===== config.mk =====
export PLATFORM = sky130hd
export DESIGN_NAME = sys_row_skew_feeder_flat
export DESIGN_NICKNAME = d
export VERILOG_FILES = /design/src/rtl/neurex_pkg.sv /design/src/rtl/sys_row_skew_feeder_if.sv /design/src/rtl/neurex_word_fifo.sv /design/src/rtl/sys_row_skew_feeder.sv /design/src/flat_wrapper.sv
export SDC_FILE = /design/constraint.sdc
export NUM_CORES = 1
export LEC_CHECK = 0
export CORE_ASPECT_RATIO = 1.4
export CORE_MARGIN = 8
export CORE_UTILIZATION = 49
export CTS_CLUSTER_DIAMETER = 80
export CTS_CLUSTER_SIZE = 12
export DETAILED_ROUTE_END_ITERATION = 10
export PLACE_DENSITY = 0.73
export SLEW_MARGIN = 40
export SYNTH_ARGS = -nofsm -noshare
export SYNTH_HDL_FRONTEND = slang
export SYNTH_SLANG_ARGS = --single-unit

===== constraint.sdc =====
create_clock -name clk -period 9.3 [get_ports clk]
set_clock_uncertainty 0.1 [all_clocks]
set_input_delay 1.86 -clock clk [delete_from_list [all_inputs] [get_ports clk]]
set_output_delay 1.86 -clock clk [all_outputs]
set_load 0.05 [all_outputs]

===== src/rtl/neurex_pkg.sv =====
// Shared types and defaults for the systolic row feeder.
// Holds the feeder state encoding, default geometry and a lane slice helper.
package neurex_pkg;

  localparam int DEF_SYS_ROW    = 4;
  localparam int DEF_DATA_WIDTH = 16;
  localparam int DEF_FIFO_DEPTH = 8;

  typedef enum logic [1:0] {
    IDLE   = 2'd0,
    STREAM = 2'd1,
    FLUSH  = 2'd2,
    DONE   = 2'd3
  } feeder_state_e;

  // Lane 0 sits in the LSBs of a packed activation word.
  function automatic logic [DEF_DATA_WIDTH-1:0] lane_slice(
    input logic [DEF_SYS_ROW*DEF_DATA_WIDTH-1:0] word,
    input int                                    lane
  );
    return word[lane*DEF_DATA_WIDTH +: DEF_DATA_WIDTH];
  endfunction

endpackage


===== src/rtl/sys_row_skew_feeder_if.sv =====
// Row feeder bus: word write stream and command in, skewed per-row lanes and status out.
// The master side drives words and commands; the slave side is the feeder itself.
interface sys_row_skew_feeder_if
  import neurex_pkg::*;
#(
  parameter int SYS_ROW    = DEF_SYS_ROW,
  parameter int DATA_WIDTH = DEF_DATA_WIDTH
) ();

  logic                          in_en;
  logic [SYS_ROW*DATA_WIDTH-1:0] in_data;
  logic                          in_ready;
  logic                          start;
  logic [DATA_WIDTH-1:0]         num_vec;
  logic [SYS_ROW-1:0]            out_valid;
  logic [SYS_ROW*DATA_WIDTH-1:0] out_data;
  logic                          busy;
  logic                          done;
  logic                          overflow;

  modport master (
    output in_en, in_data, start, num_vec,
    input  in_ready, out_valid, out_data, busy, done, overflow
  );

  modport slave (
    input  in_en, in_data, start, num_vec,
    output in_ready, out_valid, out_data, busy, done, overflow
  );

endinterface


===== src/rtl/neurex_word_fifo.sv =====
// Single-clock word FIFO, no fall-through: a word pushed at one edge is the head from the next.
// Push is dropped when full and pop is ignored when empty; the caller flags overflow.
module neurex_word_fifo #(
  parameter int WIDTH = 64,
  parameter int DEPTH = 8
) (
  input  logic             clk,
  input  logic             rstn,
  input  logic             push_i,
  input  logic [WIDTH-1:0] wdata_i,
  input  logic             pop_i,
  output logic [WIDTH-1:0] head_o,
  output logic             full_o,
  output logic             empty_o
);

  localparam int          AW      = (DEPTH > 1) ? $clog2(DEPTH) : 1;
  localparam logic [AW:0] DEPTH_C = (AW+1)'(DEPTH);

  logic [WIDTH-1:0] mem_q [DEPTH];
  logic [AW-1:0]    wr_ptr_q;
  logic [AW-1:0]    rd_ptr_q;
  logic [AW:0]      cnt_q;
  logic             do_push;
  logic             do_pop;

  assign full_o  = (cnt_q == DEPTH_C);
  assign empty_o = (cnt_q == '0);
  assign do_push = push_i && !full_o;
  assign do_pop  = pop_i && !empty_o;
  assign head_o  = mem_q[rd_ptr_q];

  always_ff @(posedge clk) begin
    if (do_push) begin
      mem_q[wr_ptr_q] <= wdata_i;
    end
  end

  // Depth is a power of two, so the pointers wrap by natural overflow.
  always_ff @(posedge clk or negedge rstn) begin
    if (!rstn) begin
      wr_ptr_q <= '0;
      rd_ptr_q <= '0;
      cnt_q    <= '0;
    end else begin
      if (do_push) begin
        wr_ptr_q <= wr_ptr_q + AW'(1);
      end
      if (do_pop) begin
        rd_ptr_q <= rd_ptr_q + AW'(1);
      end
      if (do_push && !do_pop) begin
        cnt_q <= cnt_q + (AW+1)'(1);
      end else if (!do_push && do_pop) begin
        cnt_q <= cnt_q - (AW+1)'(1);
      end
    end
  end

endmodule


===== src/rtl/sys_row_skew_feeder.sv =====
// Streams buffered activation words into the array edge with lane r delayed r cycles.
// Writes are accepted in every state (dropped and flagged when full); start outside IDLE is ignored.
module sys_row_skew_feeder
  import neurex_pkg::*;
#(
  parameter int SYS_ROW    = DEF_SYS_ROW,
  parameter int DATA_WIDTH = DEF_DATA_WIDTH,
  parameter int FIFO_DEPTH = DEF_FIFO_DEPTH
) (
  input  logic                  clk,
  input  logic                  rstn,
  sys_row_skew_feeder_if.slave  bus
);

  localparam int WW  = SYS_ROW * DATA_WIDTH;
  localparam int FCW = (SYS_ROW > 2) ? $clog2(SYS_ROW - 1) : 1;
  localparam logic [FCW-1:0] FLUSH_LAST = FCW'((SYS_ROW >= 2) ? (SYS_ROW - 2) : 0);

  feeder_state_e         state_q, state_d;
  logic [DATA_WIDTH-1:0] num_q, num_d;
  logic [DATA_WIDTH-1:0] cnt_q, cnt_d;
  logic [DATA_WIDTH-1:0] cnt_inc;
  logic [FCW-1:0]        flush_q, flush_d;
  logic                  overflow_q;

  logic                  fifo_full;
  logic                  fifo_empty;
  logic [WW-1:0]         fifo_head;
  logic                  pop;
  logic                  busy;
  logic                  done;

  neurex_word_fifo #(
    .WIDTH (WW),
    .DEPTH (FIFO_DEPTH)
  ) u_fifo (
    .clk     (clk),
    .rstn    (rstn),
    .push_i  (bus.in_en),
    .wdata_i (bus.in_data),
    .pop_i   (pop),
    .head_o  (fifo_head),
    .full_o  (fifo_full),
    .empty_o (fifo_empty)
  );

  assign cnt_inc = cnt_q + DATA_WIDTH'(1);

  always_comb begin
    state_d = state_q;
    num_d   = num_q;
    cnt_d   = cnt_q;
    flush_d = flush_q;
    pop     = 1'b0;
    busy    = 1'b0;
    done    = 1'b0;
    case (state_q)
      IDLE: begin
        if (bus.start) begin
          if (bus.num_vec != '0) begin
            state_d = STREAM;
            num_d   = bus.num_vec;
            cnt_d   = '0;
          end else begin
            state_d = DONE;
          end
        end
      end
      STREAM: begin
        busy = 1'b1;
        if (!fifo_empty) begin
          pop   = 1'b1;
          cnt_d = cnt_inc;
          if (cnt_inc == num_q) begin
            // A single-row array has no skew left to drain.
            state_d = (SYS_ROW > 1) ? FLUSH : DONE;
            flush_d = '0;
          end
        end
      end
      FLUSH: begin
        busy = 1'b1;
        if (flush_q == FLUSH_LAST) begin
          state_d = DONE;
        end else begin
          flush_d = flush_q + FCW'(1);
        end
      end
      DONE: begin
        done    = 1'b1;
        state_d = IDLE;
      end
      default: begin
        state_d = IDLE;
      end
    endcase
  end

  always_ff @(posedge clk or negedge rstn) begin
    if (!rstn) begin
      state_q    <= IDLE;
      num_q      <= '0;
      cnt_q      <= '0;
      flush_q    <= '0;
      overflow_q <= 1'b0;
    end else begin
      state_q <= state_d;
      num_q   <= num_d;
      cnt_q   <= cnt_d;
      flush_q <= flush_d;
      if (bus.in_en && fifo_full) begin
        overflow_q <= 1'b1;
      end
    end
  end

  // Lane r owns an (r+1)-deep chain; element 0 is loaded by the pop, bubbles carry zero data.
  for (genvar r = 0; r < SYS_ROW; r++) begin : g_lane
    logic [r:0]            vld_q;
    logic [DATA_WIDTH-1:0] dat_q [r+1];

    always_ff @(posedge clk or negedge rstn) begin
      if (!rstn) begin
        vld_q <= '0;
        for (int k = 0; k <= r; k++) begin
          dat_q[k] <= '0;
        end
      end else begin
        vld_q[0] <= pop;
        dat_q[0] <= pop ? fifo_head[r*DATA_WIDTH +: DATA_WIDTH] : '0;
        for (int k = 1; k <= r; k++) begin
          vld_q[k] <= vld_q[k-1];
          dat_q[k] <= dat_q[k-1];
        end
      end
    end

    assign bus.out_valid[r]                          = vld_q[r];
    assign bus.out_data[r*DATA_WIDTH +: DATA_WIDTH] = dat_q[r];
  end

  assign bus.in_ready = !fifo_full;
  assign bus.busy     = busy;
  assign bus.done     = done;
  assign bus.overflow = overflow_q;

endmodule

===== src/flat_wrapper.sv =====
// flat-port wrapper written by rule: the top's interface ports become plain ports
module sys_row_skew_feeder_flat import neurex_pkg::*;
#(
  parameter int SYS_ROW    = DEF_SYS_ROW,
  parameter int DATA_WIDTH = DEF_DATA_WIDTH,
  parameter int FIFO_DEPTH = DEF_FIFO_DEPTH
)
  (clk, rstn, bus_in_en, bus_in_data, bus_start, bus_num_vec, bus_in_ready, bus_out_valid, bus_out_data, bus_busy, bus_done, bus_overflow);
  sys_row_skew_feeder_if #(.SYS_ROW(SYS_ROW), .DATA_WIDTH(DATA_WIDTH)) bus_i ();
  input  logic clk;
  input  logic rstn;
  input wire logic [$bits(bus_i.in_en)-1:0] bus_in_en;
  input wire logic [$bits(bus_i.in_data)-1:0] bus_in_data;
  input wire logic [$bits(bus_i.start)-1:0] bus_start;
  input wire logic [$bits(bus_i.num_vec)-1:0] bus_num_vec;
  output wire logic [$bits(bus_i.in_ready)-1:0] bus_in_ready;
  output wire logic [$bits(bus_i.out_valid)-1:0] bus_out_valid;
  output wire logic [$bits(bus_i.out_data)-1:0] bus_out_data;
  output wire logic [$bits(bus_i.busy)-1:0] bus_busy;
  output wire logic [$bits(bus_i.done)-1:0] bus_done;
  output wire logic [$bits(bus_i.overflow)-1:0] bus_overflow;
  assign bus_i.in_en = bus_in_en;
  assign bus_i.in_data = bus_in_data;
  assign bus_i.start = bus_start;
  assign bus_i.num_vec = bus_num_vec;
  assign bus_in_ready = bus_i.in_ready;
  assign bus_out_valid = bus_i.out_valid;
  assign bus_out_data = bus_i.out_data;
  assign bus_busy = bus_i.busy;
  assign bus_done = bus_i.done;
  assign bus_overflow = bus_i.overflow;
  sys_row_skew_feeder #(.SYS_ROW(SYS_ROW), .DATA_WIDTH(DATA_WIDTH), .FIFO_DEPTH(FIFO_DEPTH)) u_core (.clk(clk), .rstn(rstn), .bus(bus_i));
endmodule

# Word level (Yosys, flattened, before mapping)
# Memories as Yosys holds them, arrays and structs flattened.
# Index checks and enable logic that the tools add are counted.
# word_totals
output_inout_bits	72
memories	1
regBits	217
ramBits	512
inputBits	84
# classes
n_eq_ne	12
n_reduce_logical	20
addsub	6
muxes	26
# memory_table
memory	words	width	read_ports	rd_ports_with_merged_regs	wr	line	rtl
u_core.u_fifo.mem_q	8	64	1	0	1	neurex_word_fifo.sv:20	logic [WIDTH-1:0] mem_q [DEPTH];
# ops
op	n
$mux W16	7
$pmux W16 S2	1
$add A16 B1 Y16 const B	1
$eq A16 B16 Y1	1
$mux W2	8
$reduce_bool A16 Y1	1
$reduce_and A4 Y1	3
$mux W4	2
$pmux W2 S4	1
$add A3 B1 Y3 const B	2
$eq A2 B2 Y1 const B	3
$mux W1	6
$ne A2 B1 Y1 const B	3
$ne A2 B2 Y1 const B	3
$reduce_bool A2 Y1	3
$logic_and A1 B1 Y1	5
$add A4 B1 Y4 const B	1
$eq A4 B4 Y1 const B	1
$logic_not A1 Y1	4
$logic_not A4 Y1	1
$pmux W2 S2	1
$sub A4 B1 Y4 const B	1
$reduce_and A3 Y1	1
$add A2 B1 Y2 const B	1
other kinds (3)	3

# Depth between registers and ports, before layout
# Gate-level depths: netlist of run 1.
# logic_depth
ltp_word	7
mapped_depth	13
mapped_depth_nobuf	12

# By module
# A second synthesis of run 1 with hierarchy kept.
# hier_totals
hier_cells	1320
hier_area_um2	27061.0
# modules_own_cells
module	area_each_um2	seq_area_each_um2	n_inst	cells_per_inst
neurex_word_fifo	19842.8	15625.0	1	803
sys_row_skew_feeder	7218.2	5029.8	1	517

# Worst setup path before layout of run 1
# No wires, ideal clock.
# synth_path
path_kind	input-to-reg
from	input bus_in_en
to	memory u_core.u_fifo.mem_q[2][0], enable pin
path_buffers	0
path_stages	2
path_slack_ps	-93
t_arrival_ps	8627
path_cell_list	nand2_1 nor4b_1
# synth_between
elab_chain_len	3
# synth_lines
element	line	rtl
start, declared	flat_wrapper.sv:12	input wire logic [$bits(bus_i.in_en)-1:0] bus_in_en;
$logic_and A1 B1 Y1	neurex_word_fifo.sv:29	assign do_push = push_i && !full_o;
$mux W1	neurex_word_fifo.sv:34	if (do_push) begin
$mux W1 (not written as such)	neurex_word_fifo.sv:35	mem_q[wr_ptr_q] <= wdata_i;
end, declared	neurex_word_fifo.sv:20	
# No other way between the ends.

# Final worst setup path of run 1
# layout_path
from	register u_core.state_q[0]
to	output bus_busy
# layout_between
elab_chain_len	3
elab_cells_between_ends	4
cone_classes	2 x eq/ne; 1 x mux; 1 x reduce/logical
# layout_lines
element	line	rtl
start, declared	sys_row_skew_feeder.sv:19	feeder_state_e state_q, state_d;
start signal, assigned	sys_row_skew_feeder.sv:107	state_q <= state_d;
$eq A2 B1 Y1 or $eq A2 B2 Y1 (tied branches)	sys_row_skew_feeder.sv:57	case (state_q)
$reduce_or A2 Y1 (no line) (*)	n/a	
$mux W1 (*)	sys_row_skew_feeder.sv:57	
end, declared	flat_wrapper.sv:19	output wire logic [$bits(bus_i.busy)-1:0] bus_busy;
# Mark *: on every way between the ends. The rest lies on a longest branch, timed or not.

==> impl_metrics.prom, run 1 <==
# TYPE chip_impl_metric gauge
chip_impl_metric{name="boundary_pin_count",unit=""} 156
chip_impl_info{name="worst_path_dominant_cell_family",value="buffers and inverters"} 1
chip_impl_metric{name="1st_pass_router_iterations",unit=""} 5
chip_impl_metric{name="drv.max_cap_violation_count",unit=""} 0
chip_impl_metric{name="drive_above_1_share",unit="%"} 17.8
chip_impl_metric{name="worst-slew-pin-transition",unit="ps"} 836
chip_impl_metric{name="critPathArrivalTime",unit="ps"} 2210
chip_impl_metric{name="dp.final_hpwl",unit="mm"} 28.9
chip_impl_metric{name="switching_share",unit="%"} 30.7
chip_impl_info{name="critPathSlowestCell",value="sky130_fd_sc_hd__clkdlybuf4s50_1"} 1
chip_impl_metric{name="setup_viol",unit=""} 0
chip_impl_info{name="setup.worst_path.end_class",value="output pin"} 1
chip_impl_info{name="mostFrequentLayoutCells",value="sky130_fd_sc_hd__edfxtp_1, sky130_fd_sc_hd__dfrtp_1, sky130_fd_sc_hd__clkdlybuf4s50_1, sky130_fd_sc_hd__mux4_2, sky130_fd_sc_hd__nor2_1"} 1
chip_impl_metric{name="first_global_vias",unit=""} 13400
chip_impl_metric{name="grt_max_degree",unit=""} 79
chip_impl_metric{name="fillers",unit=""} 4011
chip_impl_metric{name="power-per-cell-area",unit="nW/µm²"} 311
chip_impl_metric{name="layout-area-overhead-vs-synth",unit="%"} 15.7
chip_impl_metric{name="worstSkewPairLatency",unit="ps"} 600
chip_impl_metric{name="cp_max_fo",unit=""} 4
chip_impl_info{name="tritoncts",value="built"} 1
chip_impl_info{name="cp_cell_sequence",value="inv_1 > ha_1 > clkdlybuf4s50_1"} 1
chip_impl_metric{name="fin_tns_setup",unit="ps"} 0
chip_impl_metric{name="ant_nets",unit=""} 0
chip_impl_metric{name="num_vias",unit=""} 12400
chip_impl_metric{name="synth.cell_area",unit="µm²"} 26700
chip_impl_metric{name="io_buffers",unit=""} 155
chip_impl_metric{name="place_ws",unit="ps"} 4800
chip_impl_metric{name="cts-hold-fix-buffers",unit=""} 0
chip_impl_metric{name="final_hold_viol_count",unit=""} 0
chip_impl_metric{name="total_leakage_power",unit="nW"} 11.0
chip_impl_info{name="grt_most_used_layer",value="met2"} 1
chip_impl_metric{name="fp-row-count",unit=""} 101
chip_impl_metric{name="syn_avg_cell_area",unit="µm²"} 20.1
chip_impl_metric{name="cpPeakStageDelay",unit="ps"} 830
chip_impl_metric{name="power_frac_clock",unit="%"} 26.9
chip_impl_info{name="clockRootBuffer",value="sky130_fd_sc_hd__clkbuf_16"} 1
chip_impl_metric{name="ys_warn_count",unit=""} 0
chip_impl_metric{name="route.detailed.drc",unit=""} 0
chip_impl_info{name="grt_setup_unrepaired",value="false"} 1
chip_impl_metric{name="drt_iter0_markers",unit=""} 947
chip_impl_metric{name="critical_path_required",unit="ps"} 7340
chip_impl_metric{name="synthesis.nets",unit=""} 1428
chip_impl_metric{name="yosysUniqueCellTypes",unit=""} 59
chip_impl_metric{name="pwr-share-comb",unit="%"} 27.2
chip_impl_metric{name="min_period",unit="ps"} 4170
chip_impl_metric{name="p_switching",unit="mW"} 2.96
chip_impl_metric{name="area_of_the_core",unit="µm²"} 54100
chip_impl_metric{name="track_usage",unit="%"} 16.9
chip_impl_metric{name="power.share.sequential",unit="%"} 45.9
chip_impl_metric{name="post_synth_inst_count",unit=""} 1331
chip_impl_metric{name="die_h",unit="µm"} 292
chip_impl_info{name="final_common_cell",value="sky130_fd_sc_hd__edfxtp_1"} 1
chip_impl_metric{name="gr-usage-met3",unit="%"} 3.99
chip_impl_metric{name="grt_use_met2",unit="%"} 29.2
chip_impl_info{name="worst-setup-path-type",value="flip-flop to output pin"} 1
chip_impl_metric{name="critical_path_buf_inv_count",unit=""} 2
chip_impl_metric{name="starting_density_of_the_core",unit="%"} 49.4
chip_impl_metric{name="design.final.nets",unit=""} 1566
chip_impl_metric{name="met1_demand_to_capacity_share_in_global_routing",unit="%"} 20.4
chip_impl_metric{name="slew_violations",unit=""} 0
chip_impl_info{name="synthFlopType",value="sky130_fd_sc_hd__edfxtp_1"} 1
chip_impl_info{name="critical_path.startpoint_type",value="flip-flop"} 1
chip_impl_info{name="status",value="finished, final reports clean"} 1
chip_impl_metric{name="wire_per_inst",unit="µm"} 22.9
chip_impl_metric{name="edff_count_synth",unit=""} 512
chip_impl_metric{name="synth.ff_latch_count",unit=""} 723
chip_impl_metric{name="fp.dieArea",unit="µm²"} 62400
chip_impl_metric{name="gp_congestion",unit=""} 0.852
chip_impl_metric{name="synth-seq-area-share",unit="%"} 77.2
chip_impl_info{name="min_path_type",value="flip-flop to flip-flop"} 1
chip_impl_metric{name="cts_inserted_buffers",unit=""} 70
chip_impl_metric{name="grt.overflow.total",unit=""} 0
chip_impl_metric{name="cts.htree.levels",unit=""} 3
chip_impl_metric{name="clockBufferDepth",unit=""} 3
chip_impl_metric{name="antenna_violations_before_repair",unit=""} 8
chip_impl_metric{name="internal_power",unit="mW"} 6.68
chip_impl_metric{name="horiz_die_dim",unit="µm"} 213
chip_impl_metric{name="first_pass_grt_wire_length",unit="mm"} 80.0
chip_impl_metric{name="postCtsSetupBuffers",unit=""} 0
chip_impl_metric{name="vias_per_cell",unit=""} 5.53
chip_impl_metric{name="numClockSinks",unit=""} 723
chip_impl_metric{name="synth-async-reset-ratio",unit="%"} 29.2
chip_impl_metric{name="timing.max_slew.rel_slack",unit="%"} 44.3
chip_impl_metric{name="final_worst_setup_slack",unit="ps"} 5130
chip_impl_metric{name="cts-resized-gates",unit=""} 0
chip_impl_metric{name="min_period_over_period",unit="%"} 44.9
chip_impl_metric{name="achievable-frequency",unit="GHz"} 0.240
chip_impl_metric{name="routed_wirelength",unit="mm"} 51.4
chip_impl_metric{name="peakVddDrop",unit="mV"} 0.151
chip_impl_metric{name="cts.reportedPaths.clkPinSlew",unit="ps"} 60
state kept, by name (all words and copies together) (netlist names):
signal                  flops
u_core.u_fifo.wr_ptr_q      3
u_core.g_lane.dat_q       112
u_core.u_fifo.cnt_q         4
u_core.cnt_q               16
u_core.g_lane.vld_q         4
u_core.bus.overflow         1
u_core.flush_q              2
u_core.bus.out_data        48
u_core.num_q               16
u_core.state_q              2
u_core.u_fifo.rd_ptr_q      3
u_core.u_fifo.mem_q       512
synth_stat cells (all sizes together) (13+ instances only):
library cell / count / share of area (%)
buf: 84 / 1.9
clkbuf: 23 / 0.32
dfrtp: 211 / 20
edfxtp: 512 / 57
inv: 13 / 0.18
mux2: 17 / 0.72
mux2i: 68 / 2.5
mux4: 128 / 11
nand2: 28 / 0.39
nand3: 13 / 0.29
nor2: 83 / 1.2
o21ai: 17 / 0.32
xnor2: 15 / 0.49
metal layers:
layer	wire (µm)	share of wire, %
met1	19900	39
met2	27200	53
met4	1250	2.4
met3	2990	5.8
met5	54	0.11
area by class of cell:
cell class	count	area [µm²]	share of cell area [%]
Inverter	13	48.8	0.158
Sequential cell	723	20700	66.8
Tap cell	721	902	2.92
Timing Repair Buffer	173	1750	5.65
Clock inverter	7	101	0.328
Clock buffer	119	1960	6.33
Multi-Input combinational cell	488	5510	17.8
Antenna cell	2	5.00	0.0162
final timing paths:
path                                                 startpoint                               endpoint  slack (ps)  cells after the start
max reg2reg                  u_core.u_fifo.cnt_q[0]$_DFFE_PN0P_     u_core.u_fifo.cnt_q[3]$_DFFE_PN0P_        5990                     10
min reg2reg                u_core.g_lane[2].dat_q[29]$_DFF_PN0_      u_core.bus.out_data[45]$_DFF_PN0_         240                      0
max in group asynchronous                                  rstn  u_core.u_fifo.rd_ptr_q[2]$_DFFE_PN0P_        6820                      2
min in group asynchronous                                  rstn   u_core.g_lane[3].dat_q[56]$_DFF_PN0_        1130                      1
max                               u_core.state_q[0]$_DFFE_PN0P_                               bus_busy        5130                      3
min                        u_core.g_lane[2].dat_q[29]$_DFF_PN0_      u_core.bus.out_data[45]$_DFF_PN0_         240                      0
stage by stage:
step / util [%] / total power [mW] / cell area [µm²] / hold WS (ps) / cells
floorplan: - / 6.41 / 26700 / 231 / 1331
global placement: 53.2 / 7.08 / 28800 / 233 / 2117
detailed placement: 53.3 / 7.15 / 28800 / 235 / 2117
CTS: 57.1 / 9.77 / 30900 / 240 / 2243
global route: 57.2 / 10.1 / 30900 / 248 / 2245
finish: 57.2 / 9.63 / 30900 / 240 / 2246
power groups by stage:
| stage | Sequential [mW] | Clock (mW) | Combinational [mW] |
|---|---|---|---|
| 6_report | 4.42 | 2.59 | 2.62 |
| 5_1_grt | 4.48 | 2.78 | 2.83 |
| 4_1_cts | 4.46 | 2.67 | 2.64 |
| 3_5_place_dp | 4.52 | 0 | 2.63 |
| 3_3_place_gp | 4.49 | 0 | 2.59 |
| 2_1_floorplan | 4.42 | 0 | 1.99 |
cells by family after synthesis:
| family | synth area share (%) |
|---|---|
| xor gates and xnor gates | 0.786 |
| adders and majority gates | 0.636 |
| buffers and inverters | 2.45 |
| and+or+nand+nor | 3.06 |
| DFF | 77.2 |
| AOI/OAI and AO/OA | 1.79 |
| muxes | 14.0 |
Power figures use the tool's default switching activity.
==> inputs of run 2 (changes only) <==
--- a/config.mk
+++ b/config.mk
@@ -11,7 +11,7 @@
 export CTS_CLUSTER_DIAMETER = 80
 export CTS_CLUSTER_SIZE = 12
 export DETAILED_ROUTE_END_ITERATION = 10
-export PLACE_DENSITY = 0.73
+export PLACE_DENSITY = 0.75
 export SLEW_MARGIN = 40
 export SYNTH_ARGS = -nofsm -noshare
 export SYNTH_HDL_FRONTEND = slang
==> constraint.sdc (replaced) <==
create_clock -name clk -period 3.8 [get_ports clk]
set_clock_uncertainty 0.1 [all_clocks]
set_input_delay 0.76 -clock clk [delete_from_list [all_inputs] [get_ports clk]]
set_output_delay 0.76 -clock clk [all_outputs]
set_load 0.05 [all_outputs]
==> run 2 against run 1 <==
  * Final area increased by 1.2%
  * Sequential power increased by 140%
  * Final cell count grew 0.80%
  * Global-route usage up 0.43 points
  * Core utilization up 0.69 points
  * Critical path depth unchanged
  * Worst hold slack gained 3.6 ps
  * Power is 150% higher
  * Combinational power grew to 2.6 times the previous value
  * Critical path type unchanged
  * Largest cell class unchanged
==> impl_metrics.prom, run 2 (synthesis gave the netlist of run 1 again) <==
# TYPE chip_impl_metric gauge
chip_impl_metric{name="internal_power",unit="mW"} 16.6
chip_impl_info{name="tritoncts",value="built"} 1
chip_impl_metric{name="numClockSinks",unit=""} 723
chip_impl_metric{name="cpPeakStageDelay",unit="ps"} 850
chip_impl_metric{name="drv.max_cap_violation_count",unit=""} 0
chip_impl_metric{name="postCtsSetupBuffers",unit=""} 0
chip_impl_metric{name="final_hold_viol_count",unit=""} 0
chip_impl_metric{name="fp-row-count",unit=""} 101
chip_impl_metric{name="worst-slew-pin-transition",unit="ps"} 710
chip_impl_info{name="worst_r2r_startpoint",value="u_core.cnt_q[8]$_DFFE_PN0P_"} 1
chip_impl_metric{name="1st_pass_router_iterations",unit=""} 5
chip_impl_metric{name="gp_congestion",unit=""} 0.837
chip_impl_metric{name="whs_path_depth",unit=""} 0
chip_impl_metric{name="worst-r2r-cell-count",unit=""} 7
chip_impl_metric{name="ant_nets",unit=""} 0
chip_impl_metric{name="r2r_slack",unit="ps"} 930
chip_impl_metric{name="gr-usage-met3",unit="%"} 3.69
chip_impl_metric{name="critical_path_required",unit="ps"} 2940
chip_impl_info{name="critical_path.startpoint_type",value="flip-flop"} 1
chip_impl_info{name="timing.hold.worst.start",value="u_core.g_lane[3].dat_q[24]$_DFF_PN0_"} 1
chip_impl_metric{name="achievable-frequency",unit="GHz"} 0.322
chip_impl_metric{name="grt.overflow.total",unit=""} 0
chip_impl_info{name="hold_end",value="u_core.bus.out_data[56]$_DFF_PN0_"} 1
chip_impl_metric{name="drive_above_1_share",unit="%"} 18.6
chip_impl_metric{name="route.detailed.drc",unit=""} 0
chip_impl_metric{name="routed_wirelength",unit="mm"} 52.8
chip_impl_metric{name="timing.max_slew.rel_slack",unit="%"} 52.7
chip_impl_metric{name="power_frac_clock",unit="%"} 26.8
chip_impl_metric{name="power.share.sequential",unit="%"} 45.2
chip_impl_metric{name="final_worst_setup_slack",unit="ps"} 697
chip_impl_metric{name="area_of_the_core",unit="µm²"} 54100
chip_impl_metric{name="first_pass_grt_wire_length",unit="mm"} 82.3
chip_impl_metric{name="design.final.nets",unit=""} 1583
chip_impl_metric{name="dp.final_hpwl",unit="mm"} 30.7
chip_impl_info{name="setup.worst_path.end_class",value="output pin"} 1
chip_impl_info{name="worst_path_dominant_cell_family",value="buffers and inverters"} 1
chip_impl_metric{name="power-per-cell-area",unit="nW/µm²"} 766
chip_impl_metric{name="critPathArrivalTime",unit="ps"} 2240
chip_impl_metric{name="fp.dieArea",unit="µm²"} 62400
chip_impl_metric{name="starting_density_of_the_core",unit="%"} 49.4
chip_impl_info{name="min_path_type",value="flip-flop to flip-flop"} 1
chip_impl_info{name="clockRootBuffer",value="sky130_fd_sc_hd__clkbuf_16"} 1
chip_impl_metric{name="largest_register_ffs",unit=""} 512
chip_impl_metric{name="boundary_pin_count",unit=""} 156
chip_impl_metric{name="place_ws",unit="ps"} 722
chip_impl_info{name="critical_path.reg2reg.endpoint",value="u_core.state_q[0]$_DFFE_PN0P_"} 1
chip_impl_metric{name="cts-hold-fix-buffers",unit=""} 1
chip_impl_metric{name="grt_use_met2",unit="%"} 30.1
chip_impl_metric{name="die_h",unit="µm"} 292
chip_impl_metric{name="drt_iter0_markers",unit=""} 978
chip_impl_metric{name="switching_share",unit="%"} 30.8
chip_impl_metric{name="horiz_die_dim",unit="µm"} 213
chip_impl_metric{name="cts_inserted_buffers",unit=""} 70
chip_impl_metric{name="layout-area-overhead-vs-synth",unit="%"} 17.1
chip_impl_metric{name="total_leakage_power",unit="nW"} 11.1
chip_impl_metric{name="critical_path_buf_inv_count",unit=""} 2
chip_impl_info{name="grt_setup_unrepaired",value="false"} 1
chip_impl_info{name="grt_most_used_layer",value="met2"} 1
chip_impl_metric{name="slew_violations",unit=""} 0
chip_impl_metric{name="grt_max_degree",unit=""} 84
chip_impl_info{name="mostFrequentLayoutCells",value="sky130_fd_sc_hd__edfxtp_1, sky130_fd_sc_hd__dfrtp_1, sky130_fd_sc_hd__clkdlybuf4s50_1, sky130_fd_sc_hd__mux4_2, sky130_fd_sc_hd__nor2_1"} 1
chip_impl_metric{name="wire_per_inst",unit="µm"} 23.3
chip_impl_metric{name="num_vias",unit=""} 12500
chip_impl_metric{name="setup_viol",unit=""} 0
chip_impl_metric{name="p_switching",unit="mW"} 7.39
chip_impl_metric{name="peakVddDrop",unit="mV"} 0.425
chip_impl_metric{name="min_period_over_period",unit="%"} 81.7
chip_impl_metric{name="cts.htree.levels",unit=""} 3
chip_impl_metric{name="final_core_utilization",unit="%"} 57.9
chip_impl_info{name="status",value="finished, final reports clean"} 1
chip_impl_metric{name="worstSkewPairLatency",unit="ps"} 600
chip_impl_metric{name="io_buffers",unit=""} 155
chip_impl_metric{name="cp_max_fo",unit=""} 4
chip_impl_metric{name="antenna_violations_before_repair",unit=""} 7
chip_impl_metric{name="min_period",unit="ps"} 3100
chip_impl_metric{name="cts.reportedPaths.clkPinSlew",unit="ps"} 60
chip_impl_metric{name="track_usage",unit="%"} 17.3
chip_impl_info{name="largest_register",value="u_core.u_fifo.mem_q"} 1
chip_impl_metric{name="first_global_vias",unit=""} 13800
chip_impl_metric{name="pwr-share-comb",unit="%"} 28.0
chip_impl_metric{name="vias_per_cell",unit=""} 5.53
chip_impl_info{name="critPathSlowestCell",value="sky130_fd_sc_hd__clkdlybuf4s50_1"} 1
chip_impl_metric{name="cts-resized-gates",unit=""} 0
chip_impl_info{name="final_common_cell",value="sky130_fd_sc_hd__edfxtp_1"} 1
chip_impl_metric{name="clockBufferDepth",unit=""} 3
chip_impl_info{name="cp_cell_sequence",value="inv_1 > ha_1 > clkdlybuf4s50_1"} 1
chip_impl_metric{name="met1_demand_to_capacity_share_in_global_routing",unit="%"} 21.0
chip_impl_info{name="worst-setup-path-type",value="flip-flop to output pin"} 1
==> run 2: worst max path at each step <==
stage / from / to / slack, ps / cells after the start
global placement: bus_in_en / u_core.u_fifo.cnt_q[3]$_DFFE_PN0P_ / 790 / 11
global route: u_core.state_q[0]$_DFFE_PN0P_ / bus_busy / 600 / 3
floorplan: u_core.u_fifo.cnt_q[0]$_DFFE_PN0P_ / u_core.u_fifo.mem_q[6][0]$_DFFE_PP_ / -670 / 6
CTS: u_core.state_q[0]$_DFFE_PN0P_ / bus_busy / 640 / 3
finish: u_core.state_q[0]$_DFFE_PN0P_ / bus_busy / 700 / 3
detailed placement: bus_num_vec[2] / u_core.cnt_q[14]$_DFFE_PN0P_ / 720 / 8
==> run 2: metrics by stage <==
| step | instances | cell area [µm²] | TNS [ps] | power, mW | hold WS, ps |
|---|---|---|---|---|---|
| finish | 2264 | 31300 | 0 | 24.0 | 243 |
| CTS | 2260 | 31300 | 0 | 24.3 | 244 |
| floorplan | 1331 | 26800 | -175730 | 15.7 | 231 |
| global route | 2262 | 31300 | 0 | 25.1 | 252 |
| global placement | 2133 | 29200 | 0 | 17.6 | 232 |
| detailed placement | 2134 | 29200 | 0 | 17.8 | 235 |
==> run 2: cell type report <==
| class | count | area [µm²] |
|---|---|---|
| diodes | 4 | 10.0 |
| clock buffers | 120 | 2000 |
| clock inverters | 5 | 104 |
| fillers | 3929 | 22800 |
| inverters | 13 | 48.8 |
| multi-input cells | 488 | 5540 |
| flip-flops and latches | 723 | 20700 |
| well taps | 721 | 902 |
| repair buffers | 190 | 2040 |
==> run 2: layer usage <==
| layer | vias up | part of all wire (%) |
|---|---|---|
| met5 | - | 0.066 |
| met3 | 87 | 6.6 |
| met4 | 6 | 2.5 |
| li1 | 5446 | - |
| met2 | 442 | 52 |
| met1 | 6535 | 38 |
==> run 2: power groups by stage <==
stage,clock [mW],combinational [mW],sequential [mW]
2_1_floorplan,0,4.90,10.8
3_3_place_gp,0,6.59,11.0
3_5_place_dp,0,6.79,11.0
4_1_cts,6.57,6.84,10.9
5_1_grt,6.90,7.20,11.0
6_report,6.42,6.71,10.8
==> inputs of run 3 (changes only) <==
--- a/config.mk
+++ b/config.mk
@@ -11,7 +11,7 @@
 export CTS_CLUSTER_DIAMETER = 80
 export CTS_CLUSTER_SIZE = 12
 export DETAILED_ROUTE_END_ITERATION = 10
-export PLACE_DENSITY = 0.75
+export PLACE_DENSITY = 0.73
 export SLEW_MARGIN = 40
 export SYNTH_ARGS = -nofsm -noshare
 export SYNTH_HDL_FRONTEND = slang
==> constraint.sdc (replaced) <==
create_clock -name clk -period 3.2 [get_ports clk]
set_clock_uncertainty 0.1 [all_clocks]
set_input_delay 0.64 -clock clk [delete_from_list [all_inputs] [get_ports clk]]
set_output_delay 0.64 -clock clk [all_outputs]
set_load 0.05 [all_outputs]
==> run 3 against run 2 <==
  * Core utilization increased by 0.16 points
  * Sequential power up 18%
  * Final area increased by 0.28%
  * Count of clock-buffer cells in the layout up 3
  * Register-to-register slack worse by 600 ps
  * Critical endpoint unchanged
  * Sequential share of layout area down 0.19 points
  * Die area unchanged
  * Clock power is 18% higher
  * First-iteration DRC count shrank 20%
==> impl_metrics.prom, run 3 (synthesis gave the netlist of run 1 again) <==
# TYPE chip_impl_metric gauge
chip_impl_metric{name="worst-slew-pin-transition",unit="ps"} 715
chip_impl_metric{name="fillers",unit=""} 3938
chip_impl_metric{name="p_switching",unit="mW"} 8.66
chip_impl_metric{name="power.share.sequential",unit="%"} 44.8
chip_impl_metric{name="largest_register_ffs",unit=""} 512
chip_impl_metric{name="wire_per_inst",unit="µm"} 22.8
chip_impl_info{name="cp_cell_sequence",value="inv_1 > ha_1 > clkdlybuf4s50_1"} 1
chip_impl_metric{name="die_h",unit="µm"} 292
chip_impl_metric{name="grt.overflow.total",unit=""} 0
chip_impl_metric{name="fp.dieArea",unit="µm²"} 62400
chip_impl_metric{name="boundary_pin_count",unit=""} 156
chip_impl_metric{name="layout-area-overhead-vs-synth",unit="%"} 17.4
chip_impl_metric{name="pwr-share-comb",unit="%"} 28.6
chip_impl_metric{name="internal_power",unit="mW"} 19.8
chip_impl_metric{name="route.detailed.drc",unit=""} 0
chip_impl_info{name="clockRootBuffer",value="sky130_fd_sc_hd__clkbuf_16"} 1
chip_impl_info{name="min_path_type",value="flip-flop to flip-flop"} 1
chip_impl_metric{name="worstSkewPairLatency",unit="ps"} 600
chip_impl_metric{name="design.final.nets",unit=""} 1586
chip_impl_metric{name="ant_nets",unit=""} 0
chip_impl_metric{name="num_vias",unit=""} 12500
chip_impl_metric{name="horiz_die_dim",unit="µm"} 213
chip_impl_metric{name="drive_above_1_share",unit="%"} 18.9
chip_impl_info{name="tritoncts",value="built"} 1
chip_impl_metric{name="fin_total_pwr",unit="mW"} 28.4
chip_impl_metric{name="track_usage",unit="%"} 16.9
chip_impl_info{name="worst-setup-path-type",value="flip-flop to output pin"} 1
chip_impl_metric{name="grt_max_degree",unit=""} 83
chip_impl_metric{name="io_buffers",unit=""} 155
chip_impl_metric{name="achievable-frequency",unit="GHz"} 0.338
chip_impl_metric{name="min_period",unit="ps"} 2960
chip_impl_metric{name="first_pass_grt_wire_length",unit="mm"} 80.0
chip_impl_metric{name="power_frac_clock",unit="%"} 26.6
chip_impl_metric{name="gp_congestion",unit=""} 0.849
chip_impl_info{name="final_common_cell",value="sky130_fd_sc_hd__edfxtp_1"} 1
chip_impl_metric{name="cts.reportedPaths.clkPinSlew",unit="ps"} 60
chip_impl_metric{name="cts_inserted_buffers",unit=""} 70
chip_impl_info{name="grt_setup_unrepaired",value="false"} 1
chip_impl_metric{name="vias_per_cell",unit=""} 5.49
chip_impl_metric{name="cp_max_fo",unit=""} 4
chip_impl_metric{name="total_leakage_power",unit="nW"} 11.2
chip_impl_metric{name="dp.final_hpwl",unit="mm"} 29.8
chip_impl_metric{name="cts.htree.levels",unit=""} 3
chip_impl_metric{name="peakVddDrop",unit="mV"} 0.513
chip_impl_metric{name="1st_pass_router_iterations",unit=""} 7
chip_impl_metric{name="cts-resized-gates",unit=""} 0
chip_impl_metric{name="final_hold_viol_count",unit=""} 0
chip_impl_metric{name="switching_share",unit="%"} 30.5
chip_impl_metric{name="starting_density_of_the_core",unit="%"} 49.4
chip_impl_metric{name="multi_input_gate_area",unit="µm²"} 5560
chip_impl_metric{name="setup_viol",unit=""} 0
chip_impl_metric{name="drt_iter0_markers",unit=""} 785
chip_impl_metric{name="critical_path_required",unit="ps"} 2460
chip_impl_metric{name="min_period_over_period",unit="%"} 92.4
chip_impl_info{name="critical_path.startpoint_type",value="flip-flop"} 1
chip_impl_info{name="largest_register",value="u_core.u_fifo.mem_q"} 1
chip_impl_metric{name="cpPeakStageDelay",unit="ps"} 820
chip_impl_metric{name="power-per-cell-area",unit="nW/µm²"} 905
chip_impl_metric{name="antenna_violations_before_repair",unit=""} 9
chip_impl_metric{name="routed_wirelength",unit="mm"} 51.7
chip_impl_info{name="mostFrequentLayoutCells",value="sky130_fd_sc_hd__edfxtp_1, sky130_fd_sc_hd__dfrtp_1, sky130_fd_sc_hd__clkdlybuf4s50_1, sky130_fd_sc_hd__mux4_2, sky130_fd_sc_hd__nor2_1"} 1
chip_impl_metric{name="storage_element_area",unit="µm²"} 20700
chip_impl_metric{name="critPathArrivalTime",unit="ps"} 2220
chip_impl_metric{name="timing.hold.ws",unit="ps"} 237
chip_impl_metric{name="slew_violations",unit=""} 0
chip_impl_metric{name="first_global_vias",unit=""} 13700
chip_impl_info{name="critPathSlowestCell",value="sky130_fd_sc_hd__clkdlybuf4s50_1"} 1
chip_impl_info{name="setup.worst_path.end_class",value="output pin"} 1
chip_impl_metric{name="numClockSinks",unit=""} 723
chip_impl_metric{name="area_of_the_core",unit="µm²"} 54100
chip_impl_metric{name="clockBufferDepth",unit=""} 3
chip_impl_metric{name="timing.max_slew.rel_slack",unit="%"} 52.4
chip_impl_metric{name="fp-row-count",unit=""} 101
chip_impl_info{name="status",value="finished, final reports clean"} 1
chip_impl_metric{name="drv.max_cap_violation_count",unit=""} 0
[run 3: cell types whose count changed in the layout (fill, tap and decap cells not counted)]
cell / change
sky130_fd_sc_hd__nand2_4: +1
sky130_fd_sc_hd__buf_4: -3
sky130_fd_sc_hd__inv_8: -1
sky130_fd_sc_hd__nor3_2: +1
sky130_fd_sc_hd__nand2_1: -2
sky130_fd_sc_hd__clkinv_16: -2
sky130_fd_sc_hd__nor3_1: -1
sky130_fd_sc_hd__nand2_8: +1
sky130_fd_sc_hd__clkbuf_1: +3
sky130_fd_sc_hd__inv_6: +2
sky130_fd_sc_hd__buf_12: +6
sky130_fd_sc_hd__diode_2: +2
[run 3: final timing paths]
path	cells after the start	endpoint	startpoint	slack [ps]
max reg2reg	7	u_core.state_q[0]$_DFFE_PN0P_	u_core.cnt_q[2]$_DFFE_PN0P_	330
max in group asynchronous	3	u_core.bus.out_data[20]$_DFF_PN0_	rstn	1620
min	0	u_core.bus.out_data[46]$_DFF_PN0_	u_core.g_lane[2].dat_q[30]$_DFF_PN0_	240
max	3	bus_busy	u_core.state_q[0]$_DFFE_PN0P_	240
min reg2reg	0	u_core.bus.out_data[46]$_DFF_PN0_	u_core.g_lane[2].dat_q[30]$_DFF_PN0_	240
min in group asynchronous	2	u_core.g_lane[3].dat_q[41]$_DFF_PN0_	rstn	580
[run 3: timing repair]
item	4_1_cts	5_1_grt
hold buffers	1	0
buffers inserted	0	0
endpoints found under the hold margin	63	0
[run 3: cell type report]
class	instances	share of cell area, %
multi-input combinational	488	17.7
clock buffer	123	6.42
sequential	723	65.8
tap	721	2.87
inverter	13	0.155
timing repair buffer	193	6.80
antenna	6	0.0478
clock inverter	4	0.159
[run 3: metal layers]
metal	track usage [%]	routed length, µm	part of all wire, %	vias up
li1	-	-	-	5456
met1	20.7	20800	40	6613
met2	29.0	26900	52	312
met3	3.55	2740	5.3	89
met4	6.75	1290	2.5	8
met5	0	55	0.11	-
[run 3: critical path: cells and delay by family, from the launching register on]
kind	cells	cell delay, ps
fa+ha+maj	1	330
flops	1	380
buf+inv	2	920
[run 3: power by group through the flow]
stage	clock [mW]	combinational (mW)	sequential, mW
detailed placement	0	8.24	12.9
global placement	0	8.01	12.9
CTS	7.75	8.28	12.8
finish	7.55	8.12	12.7
floorplan	0	5.86	12.8
global route	8.10	8.71	12.9
[run 3: per-stage QoR]
stage                     instance area [µm²]  util [%]  setup WS (ps)  instances  TNS, ps
after floorplan                         26900         -           -224       1331   -37910
after global placement                  29300      54.1            232       2136        0
after detailed placement                29300      54.2            238       2137        0
after CTS                               31400      58.0            202       2265        0
after global routing                    31400      58.0           83.4       2268        0
final                                   31400      58.0            242       2271        0
